==> src/rtl/aes_avalon_byte_slave.sv <==
// Byte-wide Avalon-MM responder: packs host writes into AES blocks for the core
// and streams buffered result blocks back one byte per read.
module aes_avalon_byte_slave #(
    parameter int unsigned BLOCK_BYTES = 16,
    parameter int unsigned DATA_W      = 8
) (
    input  logic                          clk,
    input  logic                          reset_sink_reset,
    input  logic                          avalon_slave_read,
    input  logic                          avalon_slave_write,
    input  logic [DATA_W-1:0]             avalon_slave_writedata,
    output logic [DATA_W-1:0]             avalon_slave_readdata,
    output logic [BLOCK_BYTES*DATA_W-1:0] blk_out_data,
    output logic                          blk_out_valid,
    input  logic                          blk_out_ready,
    input  logic [BLOCK_BYTES*DATA_W-1:0] blk_in_data,
    input  logic                          blk_in_valid,
    output logic                          blk_in_ready,
    output logic [7:0]                    led
);
    localparam int unsigned IDX_W = $clog2(BLOCK_BYTES);
    localparam int unsigned BLK_W = BLOCK_BYTES * DATA_W;
    localparam logic [IDX_W-1:0] LAST = IDX_W'(BLOCK_BYTES - 1);

    logic [BLK_W-1:0]  r_asm, r_out_data, r_rd_buf;
    logic [IDX_W-1:0]  r_wr_idx, r_rd_idx;
    logic              r_out_valid, r_rd_full, r_ovf, r_unf;
    logic [DATA_W-1:0] r_readdata;
    logic [7:0]        r_led;

    logic [BLK_W-1:0]  w_asm_wr, w_asm_nxt, w_out_data_nxt, w_rd_buf_nxt;
    logic [IDX_W-1:0]  w_wr_idx_nxt, w_rd_idx_nxt;
    logic              w_out_valid_nxt, w_rd_full_nxt, w_ovf_nxt, w_unf_nxt;
    logic [DATA_W-1:0] w_rd_byte, w_readdata_nxt;
    logic [7:0]        w_led_nxt;

    // Byte k lives at the MSB end: bits [BLK_W-1-k*DATA_W -: DATA_W].
    always_comb begin
        w_asm_wr  = r_asm;
        w_rd_byte = '0;
        for (int unsigned k = 0; k < BLOCK_BYTES; k++) begin
            if (r_wr_idx == IDX_W'(k))
                w_asm_wr[(BLOCK_BYTES-1-k)*DATA_W +: DATA_W] = avalon_slave_writedata;
            if (r_rd_idx == IDX_W'(k))
                w_rd_byte = r_rd_buf[(BLOCK_BYTES-1-k)*DATA_W +: DATA_W];
        end
    end

    always_comb begin
        w_asm_nxt       = r_asm;
        w_wr_idx_nxt    = r_wr_idx;
        w_out_data_nxt  = r_out_data;
        w_out_valid_nxt = r_out_valid & ~blk_out_ready;
        w_ovf_nxt       = r_ovf;
        w_rd_buf_nxt    = r_rd_buf;
        w_rd_idx_nxt    = r_rd_idx;
        w_rd_full_nxt   = r_rd_full;
        w_readdata_nxt  = r_readdata;
        w_unf_nxt       = r_unf;

        if (avalon_slave_write) begin
            if (r_wr_idx != LAST) begin
                w_asm_nxt    = w_asm_wr;
                w_wr_idx_nxt = r_wr_idx + 1'b1;
            end else if (!r_out_valid || blk_out_ready) begin
                // The final byte bypasses the assembly register straight into the output.
                w_asm_nxt       = w_asm_wr;
                w_out_data_nxt  = w_asm_wr;
                w_out_valid_nxt = 1'b1;
                w_wr_idx_nxt    = '0;
            end else begin
                w_ovf_nxt = 1'b1;
            end
        end

        if (avalon_slave_read) begin
            if (r_rd_full) begin
                w_readdata_nxt = w_rd_byte;
                w_rd_idx_nxt   = r_rd_idx + 1'b1;
                if (r_rd_idx == LAST)
                    w_rd_full_nxt = 1'b0;
            end else begin
                w_readdata_nxt = '0;
                w_unf_nxt      = 1'b1;
            end
        end

        if (blk_in_valid && !r_rd_full) begin
            w_rd_buf_nxt  = blk_in_data;
            w_rd_idx_nxt  = '0;
            w_rd_full_nxt = 1'b1;
        end

        w_led_nxt = {4'(w_wr_idx_nxt), w_rd_full_nxt, w_out_valid_nxt, w_ovf_nxt, w_unf_nxt};
    end

    always_ff @(posedge clk or posedge reset_sink_reset) begin
        if (reset_sink_reset) begin
            r_asm       <= '0;
            r_wr_idx    <= '0;
            r_out_data  <= '0;
            r_out_valid <= 1'b0;
            r_ovf       <= 1'b0;
            r_rd_buf    <= '0;
            r_rd_idx    <= '0;
            r_rd_full   <= 1'b0;
            r_readdata  <= '0;
            r_unf       <= 1'b0;
            r_led       <= '0;
        end else begin
            r_asm       <= w_asm_nxt;
            r_wr_idx    <= w_wr_idx_nxt;
            r_out_data  <= w_out_data_nxt;
            r_out_valid <= w_out_valid_nxt;
            r_ovf       <= w_ovf_nxt;
            r_rd_buf    <= w_rd_buf_nxt;
            r_rd_idx    <= w_rd_idx_nxt;
            r_rd_full   <= w_rd_full_nxt;
            r_readdata  <= w_readdata_nxt;
            r_unf       <= w_unf_nxt;
            r_led       <= w_led_nxt;
        end
    end

    assign avalon_slave_readdata = r_readdata;
    assign blk_out_data          = r_out_data;
    assign blk_out_valid         = r_out_valid;
    assign blk_in_ready          = ~r_rd_full;
    assign led                   = r_led;
endmodule
==> config.mk <==
export PLATFORM = sky130hd
export DESIGN_NAME = aes_avalon_byte_slave
export DESIGN_NICKNAME = d
export VERILOG_FILES = /design/src/rtl/aes_avalon_byte_slave.sv
export SDC_FILE = /design/constraint.sdc
export NUM_CORES = 1
export LEC_CHECK = 0
export CORE_UTILIZATION = 40
export CTS_CLUSTER_SIZE = 10
export DETAILED_ROUTE_END_ITERATION = 7
export SYNTH_ARGS = -nofsm -noshare
export SYNTH_HDL_FRONTEND = slang
export SYNTH_SLANG_ARGS = --single-unit
export TNS_END_PERCENT = 1
==> constraint.sdc <==
create_clock -name clk -period 16.69 [get_ports clk]
set_input_delay 3.338 -clock clk [delete_from_list [all_inputs] [get_ports clk]]
set_output_delay 3.338 -clock clk [all_outputs]
set_load 0.02 [all_outputs]
==> metrics.md <==
| Metric | Value |
|---|---|
| Synth unique cells | 62 |
| Yosys reg bits | 396 |
| Synth top area share | 55.64% |
| CP peak stage delay | 0.95 ns |
| Largest family of logic cells by synthesized area | multiplexers |
| Kind of end point of the critical path | flop |
| Clock skew | 0.02491 ns |
| Comb power frac | between 30% and 40% |
| Worst hold start | led[0] |
| Vias in the first global route | 12510 |
| Via count | 12060 |
| Avg WL per Cell | 20.65 microns |
| Hold_ws | 0.4552 ns |
| CTS buffer count | 46 |
| Post-synthesis sequential area ratio | 55.64% |
| Area growth, synth to finish | 24.48% |
| All-Layer GR Usage | a little over a fifth |
| Critical path launch point type | input pin |
| Global-route wire length before repair | 73.60 mm |
| Final core utilization | 51.02% |
| Pwr Density | 161.4 nW/um^2 |
| Clock latency on the worst-skew pair | 0.58 ns |
| Max-slew violations | 0 |
| Post-route DRC | 0 |
| Layout cells sized above 1 | 19.43% |
| F_max | ~0.17 GHz |
| Leakage Power | 9.956 nW |
| Register share of total power | about 41% |
| Fin worst setup slack | between 10 and 15 ns |
| Cell family with most CP delay | buffers and inverters |
| Slowest stage cell, crit path | buf_4 |
| Clock slew at the register clock pins of the worst setup and hold paths | 0.06 ns |
| Core area | ~43000 sq um |
| Row count | 76 |
| Tmin final | around 5.8 ns |
| Drt first pass iters | 5 |
| Adder-Cell Fraction of Synth Area | 0.5620% |
| Mapped cell area | 17810 sq um |
| RSZ-0062 raised after global routing | no |
| Setup total negative slack | 0 ns |
| Most used flip-flop cell after synthesis | dfrtp_1 |
| Vias/cell | 5.217 |
| Reg2reg setup slack | about 13 ns |
| Leading area contributor after synthesis | dfrtp_1 |
| I/O pin total | 288 |
| Root buffer cell | clkbuf_16 |
| Most common cell in the netlist | dfrtp_1 |
| CP arrival | between 6 and 7 ns |
| Die H | between 200 and 250 microns |
| ANT nets after route | 0 |
| Post-Synth XOR/XNOR Area | less than 1% |
| Simple-gate share of the synthesized area | 7.749% |
| Setup violators final | 0 |
| Post-Syn Instances | 1486 |
| Crit share post-route | 34.71% |
| Final std cells w/o fill | 2312 |
| IO Port Bufs | 287 |
| Psw | approximately 1.2 mW |
| Die ar. | 45370 sq um |
| Clock power frac | between 20% and 30% |
| Top cells by area, synth | dfrtp_1, mux2_2, mux2i_1 |
| Complex-gate fraction of the synthesized area | about a tenth |
| Least-Margin Pin Slew | 1.095 ns |
| Initial core utilization | roughly 40% |
| Post-CTS setup buffer count | 0 |
| H-tree levels | 2 |
| Synth async-reset ratio | 100.0% |
| Final Hold Viols | 0 |
| Largest net degree at the start of global routing | roughly 130 |
| Setup CP Type | input pin to flop |
| Worst Setup SP | avalon_slave_write |
| Worst r2r src | led[4] |
| Mux share of post-synthesis cell area | around 22% |
| Pint | 2.375 mW |
| Initial antenna violation count | 6 |
| Slew HR | 27.01% |
| Nets | 1862 |
| Post-CTS sizing | 0 |
| Post-synth EDFFs | 0 |
| Worst-path cell chain | clkdlybuf4s50_1, nand4_1, nand2b_4, buf_4, o21ai_0 |
| Post-synth top cells | dfrtp_1, mux2_2, nand2_1, o21ai_0, mux2i_1 |
| Required time worst endpoint | roughly 17 ns |
| Clock sink count | 396 |
| Buffers & Inverters on Critical Path | 2 |
| Status | completed |
| Routed WL | approximately 48 mm |
| CTS tree | built |
| Placer Congestion | 0.8303 |
| Die width | 213.0 microns |
| Hold crit path type | flop to flop |
| YS warnings | 0 |
| Mapped Nets | 1636 |
| DR iter-0 viols | 881 |
| Peak fanout along the critical path | 125 |
| Worst IR Drop VDD | 0.00008844 V |
| Maximum clock insertion buffer count | 3 |
| Setup WS pre-CTS | 10.27 ns |
| Hold_buf cts | 0 |
| DP Cell Count | 2249 |
| Syn Area/Cell | roughly 12 sq um |
| Sw Share | 33.65% |
| Max Cap Viol | 0 |
| GRT Residual Overflow | 0 |
| DPL Wire Length | 31.49 mm |
## per-layer routing
| metal | GRT usage, % | part of all wire, % | up-vias | routed length (microns) |
|---|---|---|---|---|
| li1 | - | - | 5647 | - |
| met1 | 29.60 | 46 | 6029 | 21840 |
| met2 | 33.26 | 46 | 309 | 21810 |
| met3 | 4.824 | 6.1 | 71 | 2925 |
| met4 | 6.276 | 2.4 | 6 | 1134 |
| met5 | 0 | 0.063 | - | 30 |
## registers in the layout (all words and copies together) (netlist names)
name,cells
blk_out_data,128
r_rd_buf,128
r_asm,120
avalon_slave_readdata,8
led,8
r_rd_idx,4
## per-stage QoR
| step | instance area (sq um) | total power [mW] |
|---|---|---|
| final | 22170 | 3.579 |
| after global routing | 22170 | 3.787 |
| after CTS | 22160 | 3.618 |
| after detailed placement | 20910 | 2.712 |
| after global placement | 20910 | 2.686 |
| after floorplan | 17810 | 2.207 |
## worst paths after layout
kind / endpoint / depth (start not counted)
max: blk_out_data[17] / 5
min: led[0] / 1
max reg2reg: blk_out_data[17] / 5
min reg2reg: led[0] / 1
max in group asynchronous: blk_out_data[69] / 4
min in group asynchronous: r_rd_buf[117] / 2
## cells in the final DEF (no fill, tap or decap), drive strengths merged, types with 8 or more instances in the layout
cell type and n:
clkbuf 57, nand3 16, nor2b 27, a22oi 12, dfrtp 396, a21oi 30
clkdlybuf4s50 287, a211oi 12, mux2i 120, buf 19, nor2 13, a221o 8
nor3b 10, ha 8, and2 8, inv 17, mux2 240, nand2 186
o21ai 177
## area by class of cell
type                       count  area, sq um
multi-input combinational    947         7186
clock buffer                  57         1222
antenna                        3        7.507
clock inverter                 3        33.78
inverter                      15        63.81
tap                          585        732.0
fill                        3886        21290
timing repair buffer         306         3015
sequential                   396         9910
## kinds of logic after synthesis
| group | count (synthesis) |
|---|---|
| compound gates | 288 |
| flops | 396 |
| fa+ha+maj | 8 |
| buf+inv | 143 |
| simple gates | 290 |
| xor+xnor | 1 |
| mux | 360 |
## worst register-to-register path: stages (launching register included)
cell	delay [ns]
dfrtp_1	0.46
ha_1	0.35
nand4_1	0.19
nand2b_4	0.86
buf_4	0.95
o21ai_0	0.33
## power groups by stage
stage               sequential, mW  clock [mW]  combinational (mW)
floorplan                     1.56           0               0.643
global placement              1.48           0                1.21
detailed placement            1.48           0                1.23
CTS                           1.47       0.911                1.23
global route                  1.51       0.951                1.32
finish                        1.47       0.889                1.22
No activity file was read; power rests on OpenSTA's default activity.
